**src/rtl/hazard_controller.sv**
```systemverilog
`default_nettype none
// ============================================================================
// Module      : hazard_controller
// Description : Pipeline sequencer for the 5-stage RV32I core. It covers the
//               hazards that E-stage forwarding cannot resolve:
//               - load-use: stall F/D and bubble E
//               - taken branch/jump: flush D/E
//               - multi-cycle data-memory access: freeze F..M and bubble W,
//                 with a timeout that abandons the access
//               It also keeps stall/flush cycle counters.
// Ports       : clk, rst (async, active-high)
//               Rs1_D/Rs2_D/RD_E/RegWriteE/ResultSrcE - load-use detection
//               PCSrcE                               - taken branch in E
//               MemReqM/MemReadyM                    - data-memory handshake
//               CntClr                               - clear perf counters
//               Stall*/Flush*                        - pipeline control
//               MemErr                               - timeout pulse
//               StallCnt/FlushCnt                    - perf counters
// Revision    : 1.0 - initial release
// ============================================================================
module hazard_controller #(
   parameter int TIMEOUT = 16,
   parameter int CNT_W   = 32
) (
   input  logic             clk,
   input  logic             rst,
   input  logic [4:0]       Rs1_D,
   input  logic [4:0]       Rs2_D,
   input  logic [4:0]       RD_E,
   input  logic             RegWriteE,
   input  logic             ResultSrcE,
   input  logic             PCSrcE,
   input  logic             MemReqM,
   input  logic             MemReadyM,
   input  logic             CntClr,
   output logic             StallF,
   output logic             StallD,
   output logic             StallE,
   output logic             StallM,
   output logic             FlushD,
   output logic             FlushE,
   output logic             FlushW,
   output logic             MemErr,
   output logic [CNT_W-1:0] StallCnt,
   output logic [CNT_W-1:0] FlushCnt
);

   localparam int WC_W = $clog2(TIMEOUT + 1);

   typedef enum logic [0:0] {
      IDLE = 1'b0,
      WAIT = 1'b1
   } state_t;

   state_t            state_q, state_d;
   logic [WC_W-1:0]   wait_cnt_q, wait_cnt_d;
   logic              mem_err_q, mem_err_d;
   logic [CNT_W-1:0]  stall_cnt_q, stall_cnt_d;
   logic [CNT_W-1:0]  flush_cnt_q, flush_cnt_d;
   logic              mem_stall;
   logic              load_use;

   // Memory-wait FSM. The first cycle of an unready access stalls from IDLE,
   // so a timeout after TIMEOUT counts gives TIMEOUT stalled cycles in total.
   always_comb begin
      state_d    = state_q;
      wait_cnt_d = wait_cnt_q;
      mem_err_d  = 1'b0;
      mem_stall  = 1'b0;
      case (state_q)
         IDLE: begin
            if (MemReqM && !MemReadyM) begin
               mem_stall  = 1'b1;
               state_d    = WAIT;
               wait_cnt_d = WC_W'(1);
            end
         end
         WAIT: begin
            // MemReqM is deliberately ignored here: only ready or timeout exits.
            if (MemReadyM) begin
               state_d    = IDLE;
               wait_cnt_d = '0;
            end else if (wait_cnt_q == WC_W'(TIMEOUT)) begin
               mem_err_d  = 1'b1;
               state_d    = IDLE;
               wait_cnt_d = '0;
            end else begin
               mem_stall  = 1'b1;
               wait_cnt_d = wait_cnt_q + WC_W'(1);
            end
         end
         default: begin
            state_d    = IDLE;
            wait_cnt_d = '0;
         end
      endcase
   end

   // x0 is hardwired zero, so a load targeting it can never create a hazard.
   assign load_use = ResultSrcE && RegWriteE && (RD_E != 5'd0) &&
                     ((RD_E == Rs1_D) || (RD_E == Rs2_D));

   // Prioritised pipeline control. A memory freeze holds E, so a branch or
   // load-use sitting there is simply re-evaluated once the freeze lifts.
   always_comb begin
      StallF = 1'b0;
      StallD = 1'b0;
      StallE = 1'b0;
      StallM = 1'b0;
      FlushD = 1'b0;
      FlushE = 1'b0;
      FlushW = 1'b0;
      if (!rst) begin
         if (mem_stall) begin
            StallF = 1'b1;
            StallD = 1'b1;
            StallE = 1'b1;
            StallM = 1'b1;
            FlushW = 1'b1;
         end else if (PCSrcE) begin
            FlushD = 1'b1;
            FlushE = 1'b1;
         end else if (load_use) begin
            StallF = 1'b1;
            StallD = 1'b1;
            FlushE = 1'b1;
         end
      end
   end

   // Clear takes precedence over a same-cycle increment; wrap is natural.
   always_comb begin
      stall_cnt_d = stall_cnt_q;
      flush_cnt_d = flush_cnt_q;
      if (CntClr) begin
         stall_cnt_d = '0;
         flush_cnt_d = '0;
      end else begin
         if (StallF) stall_cnt_d = stall_cnt_q + CNT_W'(1);
         if (FlushE) flush_cnt_d = flush_cnt_q + CNT_W'(1);
      end
   end

   always_ff @(posedge clk or posedge rst) begin
      if (rst) begin
         state_q     <= IDLE;
         wait_cnt_q  <= '0;
         mem_err_q   <= 1'b0;
         stall_cnt_q <= '0;
         flush_cnt_q <= '0;
      end else begin
         state_q     <= state_d;
         wait_cnt_q  <= wait_cnt_d;
         mem_err_q   <= mem_err_d;
         stall_cnt_q <= stall_cnt_d;
         flush_cnt_q <= flush_cnt_d;
      end
   end

   assign MemErr   = mem_err_q;
   assign StallCnt = stall_cnt_q;
   assign FlushCnt = flush_cnt_q;

endmodule
`default_nettype wire

```
**config.mk**
```make
export PLATFORM = sky130hd
export DESIGN_NAME = hazard_controller
export DESIGN_NICKNAME = d
export VERILOG_FILES = /design/src/rtl/hazard_controller.sv
export SDC_FILE = /design/constraint.sdc
export NUM_CORES = 1
export LEC_CHECK = 0
export CAP_MARGIN = 25
export CORE_MARGIN = 4
export CORE_UTILIZATION = 50
export DETAILED_ROUTE_END_ITERATION = 8
export HOLD_SLACK_MARGIN = 0.03
export PLACE_DENSITY_LB_ADDON = 0.15
export SLEW_MARGIN = 20
export SYNTH_ARGS = -nofsm -noshare
export SYNTH_HDL_FRONTEND = slang
export SYNTH_SLANG_ARGS = --single-unit
```
**constraint.sdc**
```tcl
create_clock -name clk -period 3.9 [get_ports clk]
set_input_delay 0.39 -clock clk [delete_from_list [all_inputs] [get_ports clk]]
set_output_delay 0.39 -clock clk [all_outputs]
set_load 0.1 [all_outputs]
```
==> summary.txt <==
Cells and area
  • Design Area, Final: 5169 µm²
  • Area delta synth->final: 30.73%
  • Nets: 559
  • Fraction of layout cells with a size suffix above 1: 0.06343
  • N_diodes: 0

Hold path
  • Worst Hold Endpoint: wait_cnt_q[4]$_DFFE_PP0P_
  • Hold depth: 1
  • Min-Delay Startpoint: wait_cnt_q[4]$_DFFE_PP0P_
  • Worst hold-check path type: register to register

Drt
  • Routed vias: 3776
  • Iter 0 DRT Violations: 221
  • Final wirelength: 10.16 mm
  • Post-route DRC: 0
  • DR pass1 iterations: 5
  • Routed WL per cell: 15.93 µm
  • Post-route ant nets: 0
  • DR vias/cell: 5.918

Critical path
  • R2r endpoint: StallCnt[25]$_DFFE_PP0P_
  • CP Launch Type: register
  • Worst R2R Start: StallCnt[2]$_DFFE_PP0P_
  • CP Data Arrival Time: 2.83 ns
  • Reg2Reg Setup Slack: 1.00 ns
  • Worst path slowest cell: a21oi_4
  • Crit path cell chain: inv_1 -> ha_1 -> and4bb_4 -> a211oi_4 -> and2_4 -> a21oi_4 -> inv_1 -> buf_12
  • Critical path type: register to output pin
  • Required time of the critical path: 3.51 ns
  • Largest stage delay, worst path: 0.70 ns
  • CP max FO: 45
  • Cell mode on critical path: inv_1
  • Worst r2r path cells: 6
  • CP Capture Type: output pin

Placement
  • Routability cong.: 0.8289
  • Post-DP HPWL: 6.715 mm
  • Area after DPL: 4971 µm²
  • Port Buf Inserts: 94

Die
  • DIE AREA: 9394 µm²
  • Height of the die: 96.93 µm
  • Die Wd: 96.93 µm
  • Io pins: 95
  • # rows: 32
  • Core Area: 7727 µm²
  • Initial Utilization: 0.5117

Synthesis
  • Compound-Gate Fraction of Synth Area: 0.1908
  • Synth Area in Simple Gates: 0.2712
  • Synth Warn #: 0
  • Register bit total from synthesis: 71
  • Syn nets: 482
  • XOR/XNOR share of the synthesized area: 0.02658
  • Post-synth EDFFs: 0
  • Synth Area per Inst: 8.690 µm²
  • Adder-cell share of the synthesized area: 0.01266
  • Synthesized area: 3954 µm²
  • Post-synthesis sequential area ratio: 0.4494
  • Main flop type after synthesis: dfrtp_1
  • Fraction of synthesis flops using an asynchronous set or reset pin: 1.000
  • Synth cell types: 39
  • Largest family of logic cells by synthesized area: simple AND/OR/NAND/NOR gates
  • Syn Inst Count: 455
  • Post-synthesis mux area share: 0.005063

Clock network
  • CTS tree: built
  • Worst-Skew Late Latency: 0.34 ns
  • Root buf cell: clkbuf_8
  • H-tree depth: 3
  • Post-CTS Setup Inserts: 0
  • Clock buffer depth: 2
  • CTS buffer count: 9
  • Clk sinks: 71
  • Clock slew at reported path FFs: 0.07 ns
  • PostCTS Resize Cnt: 0
  • # hold bufs at CTS: 0

Flow run
  • Number of max-cap violations: 0

Power
  • Internal power: 1129 µW
  • Clock power frac: 0.388
  • PwrDens: 295.8 nW/µm²
  • Combinational power share: 0.120
  • Maximum VDD drop: 151.4 µV
  • Seq pwr share: 0.492
  • Lkg Pwr: 0.001915 µW
  • P_sw: 400.1 µW
  • Sw frac: 0.2617

Timing
  • Clock Skews: 0.01125 ns
  • Fin crit period: 3.217 ns
  • RSZ-0062 raised after global routing: false
  • Slew HR: 0.3117
  • Worst-Margin Slew: 1.029 ns
  • Max Slew Vio Count: 0
  • F_max: 310.8 MHz
  • Fin Setup TNS: 0 ns
  • Hold Vio Cnt, Final: 0
  • Final setup fails: 0
  • Final period util: 0.8249

Global routing
  • Grt ovf: 0
  • Vias in the first global route: 3568
  • GRT Total Usage: 0.2158
  • First-pass GRT wire length: 16.92 mm
  • Largest net degree at the start of global routing: 72
  • Initial antenna violation count: 0

Run status
  • Status: finished clean
final cells by class:
class	instances	area [µm²]
well taps	102	127.6
repair buffers	97	1006
multi-input cells	344	2023
inverters	9	37.54
fillers	647	2559
flip-flops and latches	71	1777
clock buffers	12	155.1
clock inverters	3	42.54
worst max-delay path by stage:
| stage | start | endpoint | cells after the start |
|---|---|---|---|
| after floorplan | rst | StallF | 7 |
| after global routing | wait_cnt_q[0]$_DFFE_PP0P_ | StallF | 8 |
| final | wait_cnt_q[0]$_DFFE_PP0P_ | StallF | 8 |
| after global placement | RD_E[0] | StallD | 7 |
| after CTS | wait_cnt_q[0]$_DFFE_PP0P_ | StallF | 8 |
| after detailed placement | RD_E[0] | StallCnt[25]$_DFFE_PP0P_ | 8 |
power by group through the flow:
stage,logic (µW),clock network [µW],registers [µW]
floorplan,105,0,781
global placement,181,0,766
detailed placement,184,0,766
CTS,185,605,752
global route,198,634,753
finish,183,594,752
flip-flops by register name, summed over array words and instances (netlist names):
register	flops
wait_cnt_q	5
StallCnt	32
state_q	1
FlushCnt	32
MemErr	1
cells in the final DEF, fill, tap and decap left out, drive strengths merged, types with 8 or more instances in the layout:
cell type / n
clkdlybuf4s50: 86
dfrtp: 71
a21oi: 63
o21ai: 53
or3: 46
nand2: 33
nand3: 26
nand4: 18
nor2: 15
and3: 14
o31ai: 13
or4: 13
clkbuf: 12
buf: 11
xnor2: 10
and2: 9
inv: 8
synth_stat cells, types with 2 or more instances:
| library cell | n | area share |
|---|---|---|
| nor2_1 | 15 | 0.014 |
| a31oi_1 | 3 | 0.0047 |
| dfrtp_1 | 71 | 0.45 |
| nand2_1 | 33 | 0.031 |
| or4_1 | 13 | 0.025 |
| o22ai_1 | 2 | 0.0032 |
| nand4_1 | 18 | 0.028 |
| o31ai_1 | 13 | 0.025 |
| or3_1 | 46 | 0.073 |
| xor2_1 | 2 | 0.0044 |
| nand3_1 | 26 | 0.033 |
| nor2b_1 | 2 | 0.0032 |
| clkbuf_1 | 21 | 0.020 |
| a21oi_1 | 61 | 0.077 |
| and4_1 | 4 | 0.0089 |
| o21ai_0 | 53 | 0.067 |
| and2_1 | 7 | 0.011 |
| ha_1 | 4 | 0.013 |
| a21oi_2 | 2 | 0.0044 |
| mux2i_1 | 2 | 0.0051 |
| buf_4 | 3 | 0.0057 |
| inv_1 | 9 | 0.0085 |
| and3_1 | 14 | 0.022 |
| buf_2 | 5 | 0.0063 |
| xnor2_1 | 10 | 0.022 |
| nor3_1 | 3 | 0.0038 |
critical path: cells and delay by family (launching register included):
family | cells | cell delay [ns]
AOI/OAI and AO/OA | 2 | 0.78
buffers and inverters | 3 | 0.63
and+or+nand+nor | 2 | 0.48
DFF | 1 | 0.42
adders and majority gates | 1 | 0.17
kinds of logic after synthesis:
| family | after synthesis |
|---|---|
| simple gates | 189 |
| compound gates | 137 |
| flops | 71 |
| buf+inv | 40 |
| xor+xnor | 12 |
| fa+ha+maj | 4 |
| mux | 2 |
through the flow:
step                        util  hold WS [ns]  total power (µW)  setup WS (ns)  std cells
after floorplan                -        0.4605             886.4        0.04553        455
after global placement    0.6430        0.4999             946.9         0.9967        623
after detailed placement  0.6433        0.5198             950.0         0.8733        623
after CTS                 0.6689        0.5298              1542         0.6676        638
after global routing      0.6689        0.5640              1585         0.4676        638
final                     0.6689        0.5258              1529         0.6829        638
layer usage:
metal  GRT usage  share of wire  wire length [µm]  vias up
li1            -              -                 -     1831
met1      0.2855           0.45              4563     1825
met2      0.3540           0.49              4990      106
met3     0.03965          0.047               477       14
met4     0.07883          0.013               131        0
met5           0              0                 0        -
No activity file was read; power rests on OpenSTA's default activity.
